===== src/rtl/iic_cmd_seq.sv =====
// Command sequencer in front of iic_master: FIFO-buffers register transactions, issues them one at a time,
// and returns read data / error status. Define IIC_CMD_SEQ_RETRY_EN to retry a failed transaction once.
module iic_cmd_seq #(
    parameter int DEPTH   = 8,
    parameter int TIMEOUT = 65535
) (
    input  logic       clk_i,
    input  logic       rst_i,
    input  logic       cmd_valid_i,
    output logic       cmd_ready_o,
    input  logic       cmd_wr_i,
    input  logic [6:0] cmd_slv_i,
    input  logic [7:0] cmd_reg_i,
    input  logic [7:0] cmd_data_i,
    output logic [6:0] Slv_Addr_o,
    output logic [7:0] Reg_Addr_o,
    output logic [7:0] Data_o,
    output logic       wr_o,
    output logic       send_o,
    input  logic       iic_done_i,
    input  logic       iic_nack_i,
    input  logic [7:0] IIC_Read_Data_i,
    output logic       rd_valid_o,
    input  logic       rd_ready_i,
    output logic [7:0] rd_data_o,
    output logic       rd_err_o,
    output logic       busy_o
);

    localparam int AW = $clog2(DEPTH);
    localparam int TW = $clog2(TIMEOUT);
    localparam logic [AW:0]   FULL_CNT = (AW + 1)'(DEPTH);
    localparam logic [TW-1:0] TMO_LAST = TW'(TIMEOUT - 1);

    typedef enum logic [1:0] {
        S_IDLE,
        S_LOAD,
        S_WAIT,
        S_RESULT
    } state_t;

    logic [23:0]   mem_q [DEPTH];
    logic [AW-1:0] wr_ptr_q, rd_ptr_q;
    logic [AW:0]   count_q, count_d;
    logic          push, pop;

    state_t        state_q, state_d;
    logic [6:0]    slv_q, slv_d;
    logic [7:0]    reg_q, reg_d;
    logic [7:0]    data_q, data_d;
    logic          wr_q, wr_d;
    logic [TW-1:0] timer_q, timer_d;
    logic [7:0]    rd_data_q, rd_data_d;
    logic          rd_err_q, rd_err_d;
`ifdef IIC_CMD_SEQ_RETRY_EN
    logic          retry_q, retry_d;
`endif

    assign cmd_ready_o = (count_q != FULL_CNT);
    assign push        = cmd_valid_i & cmd_ready_o;
    assign pop         = (state_q == S_IDLE) && (count_q != '0);

    // FIFO storage has no reset so it can map onto RAM; only pointers and count are cleared.
    always_ff @(posedge clk_i) begin
        if (push) begin
            mem_q[wr_ptr_q] <= {cmd_wr_i, cmd_slv_i, cmd_reg_i, cmd_data_i};
        end
    end

    always_comb begin
        count_d = count_q;
        case ({push, pop})
            2'b10:   count_d = count_q + 1'b1;
            2'b01:   count_d = count_q - 1'b1;
            default: count_d = count_q;
        endcase
    end

    always_ff @(posedge clk_i) begin
        if (rst_i) begin
            wr_ptr_q <= '0;
            rd_ptr_q <= '0;
            count_q  <= '0;
        end else begin
            if (push) wr_ptr_q <= wr_ptr_q + 1'b1;
            if (pop)  rd_ptr_q <= rd_ptr_q + 1'b1;
            count_q <= count_d;
        end
    end

    always_comb begin
        state_d   = state_q;
        slv_d     = slv_q;
        reg_d     = reg_q;
        data_d    = data_q;
        wr_d      = wr_q;
        timer_d   = timer_q;
        rd_data_d = rd_data_q;
        rd_err_d  = rd_err_q;
`ifdef IIC_CMD_SEQ_RETRY_EN
        retry_d   = retry_q;
`endif
        case (state_q)
            S_IDLE: begin
                if (pop) begin
                    {wr_d, slv_d, reg_d, data_d} = mem_q[rd_ptr_q];
                    state_d = S_LOAD;
`ifdef IIC_CMD_SEQ_RETRY_EN
                    retry_d = 1'b0;
`endif
                end
            end
            S_LOAD: begin
                timer_d = '0;
                state_d = S_WAIT;
            end
            S_WAIT: begin
                timer_d = timer_q + 1'b1;
                // A done pulse takes priority over a coincident timeout.
                if (iic_done_i && !iic_nack_i) begin
                    if (wr_q) begin
                        state_d = S_IDLE;
                    end else begin
                        state_d   = S_RESULT;
                        rd_data_d = IIC_Read_Data_i;
                        rd_err_d  = 1'b0;
                    end
                end else if (iic_done_i || timer_q == TMO_LAST) begin
`ifdef IIC_CMD_SEQ_RETRY_EN
                    if (!retry_q) begin
                        retry_d = 1'b1;
                        state_d = S_LOAD;
                    end else begin
                        state_d   = S_RESULT;
                        rd_data_d = 8'h00;
                        rd_err_d  = 1'b1;
                    end
`else
                    state_d   = S_RESULT;
                    rd_data_d = 8'h00;
                    rd_err_d  = 1'b1;
`endif
                end
            end
            S_RESULT: begin
                if (rd_ready_i) state_d = S_IDLE;
            end
            default: state_d = S_IDLE;
        endcase
    end

    always_ff @(posedge clk_i) begin
        if (rst_i) begin
            state_q   <= S_IDLE;
            slv_q     <= '0;
            reg_q     <= '0;
            data_q    <= '0;
            wr_q      <= 1'b0;
            timer_q   <= '0;
            rd_data_q <= '0;
            rd_err_q  <= 1'b0;
`ifdef IIC_CMD_SEQ_RETRY_EN
            retry_q   <= 1'b0;
`endif
        end else begin
            state_q   <= state_d;
            slv_q     <= slv_d;
            reg_q     <= reg_d;
            data_q    <= data_d;
            wr_q      <= wr_d;
            timer_q   <= timer_d;
            rd_data_q <= rd_data_d;
            rd_err_q  <= rd_err_d;
`ifdef IIC_CMD_SEQ_RETRY_EN
            retry_q   <= retry_d;
`endif
        end
    end

    assign Slv_Addr_o = slv_q;
    assign Reg_Addr_o = reg_q;
    assign Data_o     = data_q;
    assign wr_o       = wr_q;
    assign send_o     = (state_q == S_WAIT);
    assign rd_valid_o = (state_q == S_RESULT);
    assign rd_data_o  = rd_data_q;
    assign rd_err_o   = rd_err_q;
    assign busy_o     = (state_q != S_IDLE) || (count_q != '0);

endmodule


===== config.mk =====
export PLATFORM = sky130hd
export DESIGN_NAME = iic_cmd_seq
export DESIGN_NICKNAME = d
export VERILOG_FILES = /design/src/rtl/iic_cmd_seq.sv
export SDC_FILE = /design/constraint.sdc
export NUM_CORES = 1
export LEC_CHECK = 0
export ABC_AREA = 0
export CAP_MARGIN = 5
export CELL_PAD_IN_SITES_DETAIL_PLACEMENT = 1
export CELL_PAD_IN_SITES_GLOBAL_PLACEMENT = 2
export CORE_UTILIZATION = 39
export CTS_BUF_LIST = sky130_fd_sc_hd__clkbuf_4 sky130_fd_sc_hd__clkbuf_8 sky130_fd_sc_hd__clkbuf_16
export DETAILED_ROUTE_END_ITERATION = 8
export HOLD_SLACK_MARGIN = 0.05
export MAX_ROUTING_LAYER = met4
export PLACE_DENSITY = 0.86
export RECOVER_POWER = 50
export SLEW_MARGIN = 20
export SYNTH_ARGS = -nofsm -noshare
export SYNTH_HDL_FRONTEND = slang
export SYNTH_SLANG_ARGS = --single-unit

===== constraint.sdc =====
create_clock -name clk_i -period 3.1 [get_ports clk_i]
set_input_delay 0.465 -clock clk_i [delete_from_list [all_inputs] [get_ports clk_i]]
set_output_delay 0.465 -clock clk_i [all_outputs]
set_load 0.005 [all_outputs]

==> impl_metrics.env <==
export IMPL_netlist_area_um2=9820
export IMPL_yosysTopAreaCell="edfxtp_1"
export IMPL_synth_top_cells_by_count="edfxtp_1 (192), dfxtp_1 (61), nor2_1 (48), mux4_2 (43), o22ai_1 (26)"
export IMPL_antenna_found_initial=0
export IMPL_drc=0
export IMPL_critical_path_class="flip-flop to flip-flop"
export IMPL_finish_utilization=0.478
export IMPL_hold_violations=0
export IMPL_cts_tree="yes"
export IMPL_finalCritPeriodShare=0.850
export IMPL_place_gp_congestion=0.787
export IMPL_crit_required_ns=3.55
export IMPL_worst_pin_slew_ns=0.798
export IMPL_syn_nets=613
export IMPL_hold_buffers=0
export IMPL_synth_cell_types=50
export IMPL_htree_levels=1
export IMPL_crit_path_end_kind="flip-flop"
export IMPL_grtUsageTotal=0.174
export IMPL_syn_inst=564
export IMPL_cp_max_fo=9
export IMPL_holdPathEnd="rd_err_o"
export IMPL_worstSkewPairLatency_ns=0.54
export IMPL_postCtsSetupBuffers=0
export IMPL_ir_drop_mv=0.576
export IMPL_cts_root_buffer="clkbuf_16"
export IMPL_antenna_cells=0
export IMPL_setup_viol=0
export IMPL_ff2ff_path_depth=9
export IMPL_synth_seq_cells=253
export IMPL_grt_max_degree=41
export IMPL_synth_edf_count=192
export IMPL_fp_row_count=57
export IMPL_ios=75
export IMPL_totalWireLength_um=21500
export IMPL_leakage_nw=3.89
export IMPL_area_growth_pct=19.4
export IMPL_numCtsBuffers=25
export IMPL_max_freq_mhz=379
export IMPL_clockBufferDepth=3
export IMPL_hold_path_class="primary input to flip-flop"
export IMPL_r2r_end="count_q[2]"
export IMPL_layout_drive_gt1_share=0.204
export IMPL_synth_top_area_share=0.587
export IMPL_setup_tns_ns=0
export IMPL_avgViaCountPerCell=5.37
export IMPL_fin_nets=697
export IMPL_die_w_um=161
export IMPL_r2r_setup_slack_ns=0.46
export IMPL_synth_area_top_cells="edfxtp_1 (59%), dfxtp_1 (12%), mux4_2 (9.9%)"
export IMPL_clock_skew_ns=0.0270
export IMPL_slew_headroom=0.464
export IMPL_clock_sinks=253
export IMPL_routedWlPerCell_um=21.7
export IMPL_route_vias_total=5315
export IMPL_post_cts_resize_count=0
export IMPL_post_route_min_period_ns=2.64
export IMPL_cp_arrival_ns=3.08
export IMPL_die_area_um2=25800
export IMPL_seq_area_frac_synth=0.712
export IMPL_grt_pass1_wl_um=33100
export IMPL_fp_coreArea_um2=24500
export IMPL_hp_start="rst_i"
export IMPL_start_util=0.400
export IMPL_fin_ws_ns=0.465
export IMPL_synthArstFlopShare=0
export IMPL_synthFlopType="edfxtp_1"
export IMPL_grt_pass1_vias=5865
export IMPL_syn_avg_cell_area_um2=17.4
export IMPL_hold_depth=2
export IMPL_io_buffers=74
export IMPL_status="finished clean"
export IMPL_dp_slack_ns=0.527
export IMPL_yosysMostFrequentCell="edfxtp_1"
export IMPL_timing_rr_start="count_q[1]"
export IMPL_drtIter0Drc=225
export IMPL_slew_violations=0
export IMPL_gr_total_overflow=0
export IMPL_worstSetupStartpointType="flip-flop"
export IMPL_die_h_um=161
export IMPL_maxCapViolCount=0
export IMPL_clk_pin_slew_ns=0.06
export IMPL_grt_setup_unrepaired="false"
export IMPL_ant_nets=0
export IMPL_synth_warning_count=0
export IMPL_dp_hpwl_um=12300
export IMPL_first_pass_iters=4
export IMPL_p_per_area_nw_per_um2=794
where the power goes:
group | switching [mW] | total [mW] | internal (mW)
clock | 1.23 | 2.91 | 1.69
combinational | 1.24 | 2.21 | 0.966
sequential | 0.226 | 4.18 | 3.95
layer usage:
| layer | vias up | routed length [um] | GRT usage |
|---|---|---|---|
| li1 | 2391 | - | - |
| met1 | 2760 | 8880 | 0.202 |
| met2 | 135 | 11400 | 0.316 |
| met3 | 29 | 885 | 0.0297 |
| met4 | 0 | 331 | 0.0385 |
| met5 | - | 0 | - |
per-stage QoR:
stage | instance area, um2 | hold slack (ns) | total power, mW | cells
finish | 11700 | 0.266 | 9.30 | 990
global route | 11700 | 0.261 | 9.73 | 990
CTS | 11700 | 0.259 | 9.48 | 990
detailed placement | 10900 | 0.458 | 6.52 | 945
global placement | 10900 | 0.458 | 6.40 | 945
floorplan | 9820 | 0.458 | 5.78 | 564
placed cells by master (no fill, tap or decap), drive strengths merged, types with 6 or more instances in the layout:
cell type,synthesis,layout
ha,11,11
nand3,10,10
nor2,48,48
nor3,29,29
dlygate4sd3,0,56
dfxtp,61,61
mux4,48,48
o22ai,26,26
xor2,11,11
nand2,15,15
clkdlybuf4s50,0,17
a21oi,15,15
inv,5,6
nand2b,7,7
buf,19,14
o21ai,6,6
a22o,8,8
clkinv,0,6
edfxtp,192,192
clkbuf,11,37
logic make-up after synthesis:
kind of cell,count (synthesis),synth area share
and+or+nand+nor,135,0.0786
muxes,51,0.115
DFF,253,0.712
adders and majority gates,11,0.0140
AOI/OAI and AO/OA,64,0.0446
xor gates and xnor gates,15,0.0134
buffers and inverters,35,0.0224
critical path, stage by stage, from the launching register on:
cell and delay [ns]:
dfxtp_1 0.40, or4b_1 0.63, nand2_1 0.19, ha_1 0.30, xor2_1 0.10, ha_1 0.19
a21oi_1 0.20, xor2_1 0.11, or3_1 0.31, a21oi_1 0.13
layout make-up:
class	instances	area, um2
clock buffers	37	753
multi-input cells	276	2640
fillers	2342	12800
flip-flops and latches	253	6990
well taps	324	405
inverters	5	18.8
clock inverters	8	53.8
repair buffers	87	858
worst max path at each step:
stage               cells after the start  slack, ns        start     endpoint
global placement                        9       0.61  cmd_valid_i   count_q[2]
global route                            9       0.30   count_q[1]   count_q[2]
finish                                  9       0.46   count_q[1]   count_q[2]
detailed placement                      9       0.53  cmd_valid_i   count_q[2]
floorplan                               4       0.18   count_q[0]  mem_q[1][0]
CTS                                     9       0.52   count_q[1]   count_q[2]
registers in the layout, indices dropped and copies added, names as in the netlist:
register / count
wr_ptr_q: 3
wr_o: 1
state_q: 2
mem_q: 192
Reg_Addr_o: 8
Data_o: 8
Slv_Addr_o: 7
rd_err_o: 1
count_q: 4
rd_data_o: 8
timer_q: 16
rd_ptr_q: 3
Note: power is estimated with default switching activity, not from simulation.
